**src/rtl/pri_enc_pkg.sv**
```systemverilog
// Shared constants and helpers for the pri_encoder_sched block.
// Index width, count width and the pending population count all come from here.
package pri_enc_pkg;

  localparam int PRI_ENC_MAX_N = 64;

  // Smallest r with 2**r >= value; used for index and count widths.
  function automatic int clog2(input int value);
    int result;
    result = 0;
    for (int i = 0; i < 31; i++) begin
      result = ((32'sd1 <<< i) < value) ? (i + 1) : result;
    end
    return result;
  endfunction

  function automatic logic [6:0] popcount(input logic [PRI_ENC_MAX_N-1:0] vec);
    logic [6:0] total;
    total = 7'd0;
    for (int i = 0; i < PRI_ENC_MAX_N; i++) begin
      total = total + {6'd0, vec[i]};
    end
    return total;
  endfunction

endpackage

```
**src/rtl/pri_encoder_core.sv**
```systemverilog
// Combinational wrap-around priority search: start, start-1, ..., 0, N-1, ...
// The first set bit of vec met in that order is reported on idx.
module pri_encoder_core
  import pri_enc_pkg::*;
#(
  parameter int N = 8,
  localparam int W = clog2(N)
) (
  input  logic [N-1:0] vec,
  input  logic [W-1:0] start,
  output logic [W-1:0] idx,
  output logic         any
);

  // Scan from the lowest priority offset up, so the highest-priority hit is written last.
  always_comb begin
    int pos;
    idx = '0;
    any = 1'b0;
    pos = 0;
    for (int off = N - 1; off >= 0; off--) begin
      pos = int'(start) - off;
      pos = (pos < 0) ? (pos + N) : pos;
      idx = vec[pos] ? W'(pos) : idx;
      any = any | vec[pos];
    end
  end

endmodule

```
**src/rtl/pri_encoder_sched.sv**
```systemverilog
// Registered request scheduler: latches req into pending, offers the winner on valid/ready.
// Define PRI_ENC_RR_EN for round-robin priority; otherwise index N-1 always wins.
module pri_encoder_sched
  import pri_enc_pkg::*;
#(
  parameter int N = 8,
  localparam int W = clog2(N),
  localparam int CW = clog2(N + 1)
) (
  input  logic          clk,
  input  logic          rst_n,
  input  logic          en,
  input  logic [N-1:0]  req,
  input  logic          out_ready,
  output logic          out_valid,
  output logic [W-1:0]  out_idx,
  output logic [N-1:0]  pending,
  output logic [CW-1:0] pend_cnt,
  output logic          dup
);

  logic [W-1:0] start;
  logic [W-1:0] grant_idx;
  logic         grant_any;
  logic         fire;
  logic [N-1:0] clr;
  logic [N-1:0] pending_next;
  logic         dup_next;

  pri_encoder_core #(.N(N)) u_core (
    .vec   (pending),
    .start (start),
    .idx   (grant_idx),
    .any   (grant_any)
  );

`ifdef PRI_ENC_RR_EN
  logic [W-1:0] ptr;

  // Pointer moves just below the granted index so it gets lowest priority next.
  always_ff @(posedge clk) begin
    if (!rst_n) begin
      ptr <= W'(N - 1);
    end else if (fire) begin
      ptr <= (out_idx == {W{1'b0}}) ? W'(N - 1) : (out_idx - {{(W-1){1'b0}}, 1'b1});
    end else begin
      ptr <= ptr;
    end
  end

  assign start = ptr;
`else
  assign start = W'(N - 1);
`endif

  // Offer and count; en low hides the offer without touching pending.
  always_comb begin
    out_valid = en & grant_any;
    out_idx   = out_valid ? grant_idx : {W{1'b0}};
    pend_cnt  = CW'(popcount(PRI_ENC_MAX_N'(pending)));
    fire      = out_valid & out_ready;
  end

  // Clear the granted bit, merge new requests and flag collisions with untouched bits.
  always_comb begin
    clr = {N{1'b0}};
    if (fire) begin
      clr = {{(N-1){1'b0}}, 1'b1} << out_idx;
    end else begin
      clr = {N{1'b0}};
    end
    pending_next = (pending & ~clr) | req;
    dup_next     = en & (|(req & pending & ~clr));
  end

  // Pending state and the registered duplicate pulse.
  always_ff @(posedge clk) begin
    if (!rst_n) begin
      pending <= {N{1'b0}};
      dup     <= 1'b0;
    end else if (en) begin
      pending <= pending_next;
      dup     <= dup_next;
    end else begin
      pending <= pending;
      dup     <= 1'b0;
    end
  end

endmodule
```
**config.mk**
```make
export PLATFORM = sky130hd
export DESIGN_NAME = pri_encoder_sched
export DESIGN_NICKNAME = d
export VERILOG_FILES = /design/src/rtl/pri_enc_pkg.sv /design/src/rtl/pri_encoder_core.sv /design/src/rtl/pri_encoder_sched.sv
export SDC_FILE = /design/constraint.sdc
export NUM_CORES = 1
export LEC_CHECK = 0
export ABC_CLOCK_PERIOD_IN_PS = 3200
export BUFFER_PORTS_ARGS = -buffer_cell sky130_fd_sc_hd__buf_2
export CAP_MARGIN = 10
export CORE_ASPECT_RATIO = 0.75
export CORE_MARGIN = 10
export CORE_UTILIZATION = 51
export CTS_CLUSTER_SIZE = 40
export DETAILED_ROUTE_END_ITERATION = 8
export GPL_TIMING_DRIVEN = 0
export HOLD_SLACK_MARGIN = 0.1
export PLACE_DENSITY = 0.81
export SETUP_SLACK_MARGIN = 0.05
export SKIP_CTS_REPAIR_TIMING = 1
export SLEW_MARGIN = 15
export SYNTH_ARGS = -nofsm -noshare
export SYNTH_HDL_FRONTEND = slang
export SYNTH_HIERARCHICAL = 1
export SYNTH_SLANG_ARGS = --single-unit
export TNS_END_PERCENT = 20
```
**constraint.sdc**
```tcl
create_clock -name clk -period 3.2 [get_ports clk]
set_clock_uncertainty 0.2 [all_clocks]
set_input_delay 0 -clock clk [delete_from_list [all_inputs] [get_ports clk]]
set_output_delay 0 -clock clk [all_outputs]
set_load 0.03 [all_outputs]
```
==> results of run 1 <==
power groups by stage:
stage	combinational [mW]	sequential, mW	clock [mW]
after detailed placement	0.422	0.145	0
final	0.515	0.139	0.130
after global routing	0.557	0.141	0.141
after floorplan	0.319	0.155	0
after global placement	0.415	0.144	0
after CTS	0.424	0.143	0.134
worst min path at each step:
| stage | cells after the start | startpoint | slack (ns) | endpoint |
|---|---|---|---|---|
| finish | 2 | pending[5] | 0.37 | pending[5] |
| global placement | 3 | req[4] | 0.08 | pending[4] |
| global route | 2 | pending[5] | 0.41 | pending[5] |
| CTS | 3 | req[4] | -0.16 | pending[4] |
| detailed placement | 3 | req[4] | 0.08 | pending[4] |
| floorplan | 2 | rst_n | -0.07 | dup |
layout by cell type (no fill, tap or decap), types with 5 or more instances in the layout:
| cell | instances |
|---|---|
| a21oi_1 | 10 |
| and3_1 | 7 |
| buf_2 | 28 |
| buf_4 | 8 |
| conb_1 | 8 |
| dfxtp_1 | 5 |
| dlygate4sd3_1 | 11 |
| inv_1 | 18 |
| inv_2 | 5 |
| mux2_2 | 6 |
| mux2i_1 | 5 |
| mux4_2 | 10 |
| nand2_1 | 16 |
| nor2_1 | 14 |
| nor2b_1 | 6 |
| o21ai_0 | 7 |
registers in the layout, indices dropped and copies added (netlist names):
signal and cells:
dup 1, pending 8
final cells by class:
cell class	instances	area, um^2	area share, %
inverters	23	86.3	4.18
multi-input cells	153	1320	63.9
clock buffers	4	45.0	2.18
plain buffers	8	48.8	2.37
well taps	38	47.5	2.30
flip-flops and latches	9	195	9.46
repair buffers	47	323	15.6
routing by layer:
metal  global-route usage (%)  share of wire (%)  up-vias
li1                         -                  -      801
met2                     21.6                 45      105
met3                     3.97                 11       10
met1                     19.8                 42      785
met4                     4.66                1.8        0
met5                        0                  0        -
worst max-delay path, cell delays in order (launching register included):
cell and delay, ns:
dfxtp_4 0.39, inv_2 0.04, fa_1 0.45, fa_1 0.55, fa_1 0.41, inv_1 0.07
ha_2 0.18, inv_2 0.04, fa_2 0.52, inv_2 0.03, buf_6 0.12
logic make-up (layout without fill, tap and decap cells):
logic type               Yosys count  after routing
adder cells (fa/ha/maj)            9              9
buffers and inverters             31             82
multiplexers                      24             24
flip-flops                         9              9
XOR/XNOR                           4              4
other                              1              8
AND/OR/NAND/NOR                   58             58
AO/OA/AOI/OAI                     50             50
stage by stage:
step                hold WS, ns  utilization, %  setup TNS [ns]
finish                    0.370            70.8          -0.122
global route              0.410            70.8          -0.459
CTS                      -0.157            62.2          -0.892
detailed placement       0.0830            60.6          -0.443
global placement         0.0808            60.6          -0.412
floorplan               -0.0748               -               0
==> results.sh, run 1 <==
export IMPL_insertion_delay_ns=0.24
export IMPL_core_mm2=0.00291
export IMPL_initialDrtViolationCount=194
export IMPL_pre_cts_slack_ns=-0.337
export IMPL_cts_max_path_buffers=2
export IMPL_slew_viol_final=0
export IMPL_layout_setup_ws_ns=-0.0514
export IMPL_violations="negative setup slack"
export IMPL_required_ns=3.00
export IMPL_path_clk_slew_ns=0.05
export IMPL_cts_buffers=3
export IMPL_status="finished with violations"
export IMPL_num_vias=1701
export IMPL_hold_viol=0
export IMPL_grt_usage_pct=14.5
export IMPL_cts_tree="done"
export IMPL_cts_root_buffer="clkbuf_8"
export IMPL_synthArstFlopShare_pct=0
export IMPL_area_delta_synth_final_pct=34.2
export IMPL_yosysMostFrequentCell="inv_1"
export IMPL_synth_compound_area_share_pct=22.0
export IMPL_wirelength_um=4710
export IMPL_viasPerCell=6.03
export IMPL_cts_sinks=9
export IMPL_end_kind="output pin"
export IMPL_comb_power_share_pct=65.7
export IMPL_synth_top_area_share_pct=14.6
export IMPL_yosysWarnings=6
export IMPL_grt_overflow_total=0
export IMPL_core_rowCount=17
export IMPL_finalWeightedCongestion=0.876
export IMPL_start_kind="flip-flop"
export IMPL_p_int_mw=0.427
export IMPL_swShare_pct=45.6
export IMPL_p_sw_mw=0.357
export IMPL_final_cells=282
export IMPL_drv_cap=0
export IMPL_synthCells=186
export IMPL_cp_startpoint="pending[1]"
export IMPL_synth_xor_area_share_pct=2.28
export IMPL_postSynthAreaPerCell_um2=8.27
export IMPL_ir_worst_vdd_v=0.000336
export IMPL_dieArea_mm2=0.00563
export IMPL_worstHoldPathType="flip-flop to flip-flop"
export IMPL_die_w_um=83.4
export IMPL_drive_gt1_share_pct=34.0
export IMPL_timing_rr_start="pending[5]"
export IMPL_place_area_mm2=0.00177
export IMPL_setup_viol=3
export IMPL_leakage_nw=0.959
export IMPL_die_y_um=67.6
export IMPL_synth_fa_ha_area_share_pct=9.28
export IMPL_clkPwrFrac_pct=16.6
export IMPL_ios=29
export IMPL_port_buffer_count=28
export IMPL_synthFlopType="dfxtp_1"
export IMPL_initial_core_util_pct=52.8
export IMPL_stdcell_area_mm2=0.00206
export IMPL_grt_pass1_vias=1488
export IMPL_reg2reg_slack_ns=-0.04
export IMPL_sequentialPowerShare_pct=17.7
export IMPL_syn_area_mm2=0.00154
export IMPL_wl_per_cell_um=16.7
export IMPL_synth_edf_count=0
export IMPL_max_freq_mhz=308
export IMPL_period_share_pct=102
export IMPL_synth_top_area_cell="mux4_2"
export IMPL_synthTopCellsByCount="inv_1 (23), nand2_1 (17), nor2_1 (14), a21oi_1 (11), mux4_2 (10)"
export IMPL_hpwl_um=3280
export IMPL_crit_end="pend_cnt[1]"
export IMPL_grt_start_max_net_pins=14
export IMPL_drc=0
export IMPL_fin_crit_ns=3.25
export IMPL_rr_endpoint="dup"
export IMPL_synthDistinctLibCells=44
export IMPL_rsz0062_at_grt="yes"
export IMPL_antenna_left=0
export IMPL_fin_nets=266
export IMPL_antenna_found_initial=0
export IMPL_grt_pass1_wl_um=6850
export IMPL_crit_arrival_ns=3.05
export IMPL_synth_seq_area_share_pct=11.7
export IMPL_synth_top_family_by_area="multiplexers"
export IMPL_path_max_fanout=7
export IMPL_antenna_cells=0
export IMPL_fillCellCount=206
export IMPL_synthTopCellsByArea="mux4_2 (15%), dfxtp_1 (12%), inv_1 (5.6%)"
export IMPL_ff2ff_path_depth=11
export IMPL_dr_pass1_iters=5
export IMPL_p_per_area_mw_per_mm2=380
export IMPL_synth_seq_cells=9
export IMPL_critPathKind="flip-flop to output pin"
export IMPL_placedCellCount=259
export IMPL_yosys_area_share_simple_pct=19.0
export IMPL_power_mw=0.784
export IMPL_htree_num_levels=1
export IMPL_synthMuxAreaShare_pct=26.7
Power figures use the tool's default switching activity.
==> inputs of run 2 (changes only) <==
--- a/config.mk
+++ b/config.mk
@@ -5,17 +5,17 @@
 export SDC_FILE = /design/constraint.sdc
 export NUM_CORES = 1
 export LEC_CHECK = 0
-export ABC_CLOCK_PERIOD_IN_PS = 3200
+export ABC_CLOCK_PERIOD_IN_PS = 3500
 export BUFFER_PORTS_ARGS = -buffer_cell sky130_fd_sc_hd__buf_2
 export CAP_MARGIN = 10
 export CORE_ASPECT_RATIO = 0.75
 export CORE_MARGIN = 10
-export CORE_UTILIZATION = 51
+export CORE_UTILIZATION = 56
 export CTS_CLUSTER_SIZE = 40
 export DETAILED_ROUTE_END_ITERATION = 8
 export GPL_TIMING_DRIVEN = 0
 export HOLD_SLACK_MARGIN = 0.1
-export PLACE_DENSITY = 0.81
+export PLACE_DENSITY = 0.84
 export SETUP_SLACK_MARGIN = 0.05
 export SKIP_CTS_REPAIR_TIMING = 1
 export SLEW_MARGIN = 15
==> constraint.sdc (replaced) <==
create_clock -name clk -period 3.5 [get_ports clk]
set_clock_uncertainty 0.2 [all_clocks]
set_input_delay 0 -clock clk [delete_from_list [all_inputs] [get_ports clk]]
set_output_delay 0 -clock clk [all_outputs]
set_load 0.03 [all_outputs]
==> run 2 against run 1 <==
The run now ends clean. Largest cell class unchanged. Sequential power down 6%. Highest routed layer unchanged. Flip-flop and latch count is the same. Die area decreased by 6.6%. Clock-buffer cell count is the same. Final cell count down 2.5%. Power shrank 12%.
==> results.sh, run 2 (synthesis results as in run 1) <==
export IMPL_grtUsageMet3_pct=5.43
export IMPL_grt_busiest_layer="met2"
export IMPL_ir_worst_vdd_v=0.000291
export IMPL_place_area_mm2=0.00176
export IMPL_insertion_delay_ns=0.23
export IMPL_cts_buffers=3
export IMPL_max_freq_mhz=293
export IMPL_reg_top3="pending (8), dup (1)"
export IMPL_hold_end="pending[0]"
export IMPL_setup_viol=0
export IMPL_rsz0062_at_grt="yes"
export IMPL_htree_num_levels=1
export IMPL_hold_viol=0
export IMPL_crit_arrival_ns=3.32
export IMPL_initialDrtViolationCount=185
export IMPL_grt_usage_pct=16.9
export IMPL_worstHoldPathType="flip-flop to flip-flop"
export IMPL_largest_register="pending"
export IMPL_antenna_found_initial=0
export IMPL_grt_pass1_wl_um=7300
export IMPL_port_buffer_count=28
export IMPL_leakage_nw=0.934
export IMPL_viasPerCell=6.16
export IMPL_dieArea_mm2=0.00526
export IMPL_power_mw=0.691
export IMPL_fin_crit_ns=3.41
export IMPL_grt_util_met1_pct=21.5
export IMPL_rr_endpoint="dup"
export IMPL_cts_max_path_buffers=2
export IMPL_timing_rr_start="pending[5]"
export IMPL_final_common_cell="buf_2"
export IMPL_hp_start="pending[0]"
export IMPL_largest_reg_flops=8
export IMPL_grt_start_max_net_pins=14
export IMPL_area_delta_synth_final_pct=29.6
export IMPL_pre_cts_slack_ns=-0.0495
export IMPL_num_vias=1694
export IMPL_start_kind="flip-flop"
export IMPL_antenna_left=0
export IMPL_drc=0
export IMPL_fin_nets=261
export IMPL_grt_pass1_vias=1565
export IMPL_final_cell_mix="buf_2 (30), inv_1 (23), nand2_1 (17)"
export IMPL_cts_root_buffer="clkbuf_8"
export IMPL_path_clk_slew_ns=0.04
export IMPL_initial_core_util_pct=58.6
export IMPL_stdcell_area_mm2=0.00199
export IMPL_reg2reg_slack_ns=0.09
export IMPL_die_w_um=80.5
export IMPL_grt_overflow_total=0
export IMPL_layout_setup_ws_ns=0.0915
export IMPL_wirelength_um=4810
export IMPL_final_cells=275
export IMPL_antenna_cells=0
export IMPL_period_share_pct=97.4
export IMPL_wl_per_cell_um=17.5
export IMPL_ios=29
export IMPL_cts_tree="done"
export IMPL_ff2ff_path_depth=11
export IMPL_grt_use_met2_pct=26.5
export IMPL_required_ns=3.41
export IMPL_p_per_area_mw_per_mm2=347
export IMPL_critPathKind="flip-flop to flip-flop"
export IMPL_drive_gt1_share_pct=28.0
export IMPL_drv_cap=0
export IMPL_finalWeightedCongestion=0.887
export IMPL_slew_viol_final=0
export IMPL_path_max_fanout=10
export IMPL_status="finished clean"
export IMPL_end_kind="flip-flop"
export IMPL_die_y_um=65.4
export IMPL_hold_depth=2
export IMPL_hpwl_um=3380
export IMPL_dr_pass1_iters=5
export IMPL_placedCellCount=257
export IMPL_core_mm2=0.00262
export IMPL_core_rowCount=16
export IMPL_cts_sinks=9
run 2: area by class of cell:
class	count	area [um^2]
Multi-Input combinational cell	153	1300
Fill cell	199	629
Timing Repair Buffer	42	279
Sequential cell	9	193
Inverter	23	86.3
Buffer	8	48.8
Clock buffer	4	45.0
Tap cell	36	45.0
run 2: worst max-delay path by stage:
stage / start / to / slack, ns / depth (start not counted)
after floorplan: pending[0] / pend_cnt[2] / 0.17 / 9
after global placement: pending[5] / dup / -0.06 / 11
after detailed placement: pending[5] / dup / -0.05 / 11
after CTS: pending[3] / pend_cnt[2] / -0.07 / 10
after global routing: pending[5] / dup / 0.02 / 11
final: pending[5] / dup / 0.09 / 11
run 2: worst max-delay path, cell delays in order, from the launching register on:
cell	delay [ns]
dfxtp_2	0.37
mux4_2	0.50
buf_6	0.16
mux2_4	0.28
and3_1	0.17
o31a_1	0.25
a31oi_2	0.21
nand3_2	0.12
or3_1	0.40
and3_1	0.22
nor4_2	0.28
a31oi_1	0.11
run 2: metrics by stage:
| step | hold WS (ns) | TNS (ns) | utilization (%) |
|---|---|---|---|
| 2_1_floorplan | -0.0748 | 0 | - |
| 3_3_place_gp | 0.0856 | -0.0611 | 67.0 |
| 3_5_place_dp | 0.0799 | -0.0495 | 67.0 |
| 4_1_cts | -0.159 | -0.173 | 68.7 |
| 5_1_grt | 0.367 | 0 | 76.0 |
| 6_report | 0.356 | 0 | 76.0 |
run 2: power by group:
group	internal (mW)	total [mW]	switching [mW]
logic	0.182	0.441	0.259
clock network	0.0792	0.119	0.0396
registers	0.111	0.131	0.0202
run 2: metal layers:
metal  part of all wire (%)  up-vias
met1                     42      800
met3                    9.0       10
met2                     47       95
li1                       -      789
met4                    1.8        0
met5                      0        -
==> inputs of run 3 (changes only) <==
--- a/config.mk
+++ b/config.mk
@@ -5,17 +5,17 @@
 export SDC_FILE = /design/constraint.sdc
 export NUM_CORES = 1
 export LEC_CHECK = 0
-export ABC_CLOCK_PERIOD_IN_PS = 3500
-export BUFFER_PORTS_ARGS = -buffer_cell sky130_fd_sc_hd__buf_2
+export ABC_CLOCK_PERIOD_IN_PS = 4300
+export BUFFER_PORTS_ARGS = -buffer_cell sky130_fd_sc_hd__buf_4
 export CAP_MARGIN = 10
 export CORE_ASPECT_RATIO = 0.75
 export CORE_MARGIN = 10
-export CORE_UTILIZATION = 56
+export CORE_UTILIZATION = 60
 export CTS_CLUSTER_SIZE = 40
 export DETAILED_ROUTE_END_ITERATION = 8
 export GPL_TIMING_DRIVEN = 0
 export HOLD_SLACK_MARGIN = 0.1
-export PLACE_DENSITY = 0.84
+export PLACE_DENSITY = 0.89
 export SETUP_SLACK_MARGIN = 0.05
 export SKIP_CTS_REPAIR_TIMING = 1
 export SLEW_MARGIN = 15
==> constraint.sdc (replaced) <==
create_clock -name clk -period 4.3 [get_ports clk]
set_clock_uncertainty 0.2 [all_clocks]
set_input_delay 0 -clock clk [delete_from_list [all_inputs] [get_ports clk]]
set_output_delay 0 -clock clk [all_outputs]
set_load 0.03 [all_outputs]
==> run 3 against run 2 <==
Wire length rose by 8.3%. Final cell count fell by 0.36%. Sequential power fell by 18%. Sequential share of layout area fell by 0.63 points. First-iteration DRC count rose by 65%.
==> results.sh, run 3 (synthesis results as in run 1) <==
export IMPL_status="finished clean"
export IMPL_antenna_found_initial=0
export IMPL_ios=29
export IMPL_grt_start_max_net_pins=14
export IMPL_initialDrtViolationCount=306
export IMPL_core_rowCount=15
export IMPL_tns_ns=0
export IMPL_grt_pass1_vias=1509
export IMPL_path_clk_slew_ns=0.07
export IMPL_wirelength_um=5210
export IMPL_final_common_cell="buf_4"
export IMPL_grt_pass1_wl_um=7240
export IMPL_initial_core_util_pct=65.0
export IMPL_slew_viol_final=0
export IMPL_clkPwrFrac_pct=12.0
export IMPL_ir_worst_vdd_v=0.000251
export IMPL_largest_register="pending"
export IMPL_insertion_delay_ns=0.27
export IMPL_sequentialPowerShare_pct=20.0
export IMPL_setup_viol=0
export IMPL_grt_usage_pct=17.0
export IMPL_period_share_pct=94.0
export IMPL_hpwl_um=3440
export IMPL_p_per_area_mw_per_mm2=271
export IMPL_cts_root_buffer="clkbuf_4"
export IMPL_start_kind="flip-flop"
export IMPL_port_buffer_count=28
export IMPL_worstHoldPathType="primary input to flip-flop"
export IMPL_end_kind="flip-flop"
export IMPL_dieArea_mm2=0.00501
export IMPL_leakage_nw=0.928
export IMPL_crit_arrival_ns=3.99
export IMPL_swShare_pct=47.8
export IMPL_cp_slowest_stage_delay_ns=0.67
export IMPL_p_sw_mw=0.258
export IMPL_cts_tree="done"
export IMPL_crit_slowest_cell="o311ai_1"
export IMPL_comb_power_share_pct=68.1
export IMPL_wl_per_cell_um=19.0
export IMPL_grt_overflow_total=0
export IMPL_core_mm2=0.00236
export IMPL_final_cell_mix="buf_4 (28), inv_1 (23), nand2_1 (17)"
export IMPL_crit_buf_inv=2
export IMPL_htree_num_levels=1
export IMPL_relSlewSlack_pct=49.2
export IMPL_hold_viol=0
export IMPL_critPathKind="flip-flop to flip-flop"
export IMPL_drive_gt1_share_pct=22.5
export IMPL_max_freq_mhz=247
export IMPL_p_int_mw=0.282
export IMPL_path_max_fanout=10
export IMPL_antenna_left=0
export IMPL_rsz0062_at_grt="no"
export IMPL_required_ns=4.25
export IMPL_reg_top3="pending (8), dup (1)"
export IMPL_worstMarginPinSlew_ns=0.749
export IMPL_cts_buffers=3
export IMPL_dr_pass1_iters=5
export IMPL_drc=0
export IMPL_cts_max_path_buffers=2
export IMPL_cpMostUsedCell="nand2_1"
export IMPL_drv_cap=0
export IMPL_viasPerCell=6.61
export IMPL_largest_reg_flops=8
export IMPL_power_mw=0.540
export IMPL_die_y_um=63.8
export IMPL_finalWeightedCongestion=0.964
export IMPL_area_delta_synth_final_pct=29.6
export IMPL_fin_nets=262
export IMPL_path_delay_family="compound AO/OA/AOI/OAI gates"
export IMPL_fin_crit_ns=4.04
export IMPL_num_vias=1812
export IMPL_die_w_um=78.5
export IMPL_cts_sinks=9
export IMPL_antenna_cells=0
export IMPL_cp_cell_sequence="mux4_2, buf_6, mux2_4, nor2_1, nand2_1, o311ai_1, nand2_1, a21oi_1, o22ai_1, nor4_1, dlygate4sd3_1, a31oi_1"
-- run 3: changes by cell type in the layout (fill, tap and decap cells not counted), moves of 3 or more --
cell and change:
dlygate4sd3_1 +4, clkbuf_4 +3, buf_2 -27, buf_4 +25
clkbuf_8 -3, dfxtp_1 +4, dfxtp_4 -3
-- run 3: power by group through the flow --
stage | clock (mW) | sequential, mW | combinational (mW)
6_report | 0.0647 | 0.108 | 0.368
5_1_grt | 0.0698 | 0.108 | 0.395
3_5_place_dp | 0 | 0.108 | 0.334
4_1_cts | 0.0649 | 0.106 | 0.335
2_1_floorplan | 0 | 0.115 | 0.235
3_3_place_gp | 0 | 0.107 | 0.324
-- run 3: metal layers --
metal / up-vias / GRT usage [%] / part of all wire, %
met1: 818 / 22.1 / 36
li1: 795 / - / -
met3: 24 / 5.03 / 14
met4: 0 / 2.90 / 2.4
met2: 175 / 27.7 / 47
met5: - / 0 / 0
-- run 3: cell type report --
cell class | instances | area (um^2)
fillers | 146 | 372
inverters | 23 | 86.3
well taps | 34 | 42.5
flip-flops and latches | 9 | 180
plain buffers | 8 | 48.8
repair buffers | 43 | 360
multi-input cells | 153 | 1250
clock buffers | 4 | 26.3
-- run 3: path summary, 6_finish.rpt --
path	startpoint	to	slack [ns]	cells past startpoint
setup / recovery	pending[5]	dup	0.26	12
hold / removal	en	dup	0.08	4
setup reg to reg	pending[5]	dup	0.26	12
hold reg to reg	pending[5]	pending[5]	0.47	2
-- run 3: metrics by stage --
| step | utilization (%) | worst slack, ns | hold slack (ns) | instances | instance area, um^2 |
|---|---|---|---|---|---|
| after CTS | 77.9 | 0.640 | -0.192 | 259 | 1840 |
| after global routing | 84.3 | 0.0319 | 0.131 | 274 | 1990 |
| after floorplan | - | 0.810 | -0.0748 | 193 | 1560 |
| after global placement | 76.8 | 0.843 | 0.0821 | 255 | 1820 |
| final | 84.3 | 0.259 | 0.0779 | 274 | 1990 |
| after detailed placement | 76.8 | 0.765 | 0.0857 | 255 | 1820 |
-- run 3: worst min-delay path, cell delays in order --
cell      delay [ns]
buf_4           0.12
clkbuf_1        0.23
nand2_1         0.11
a31oi_1         0.03
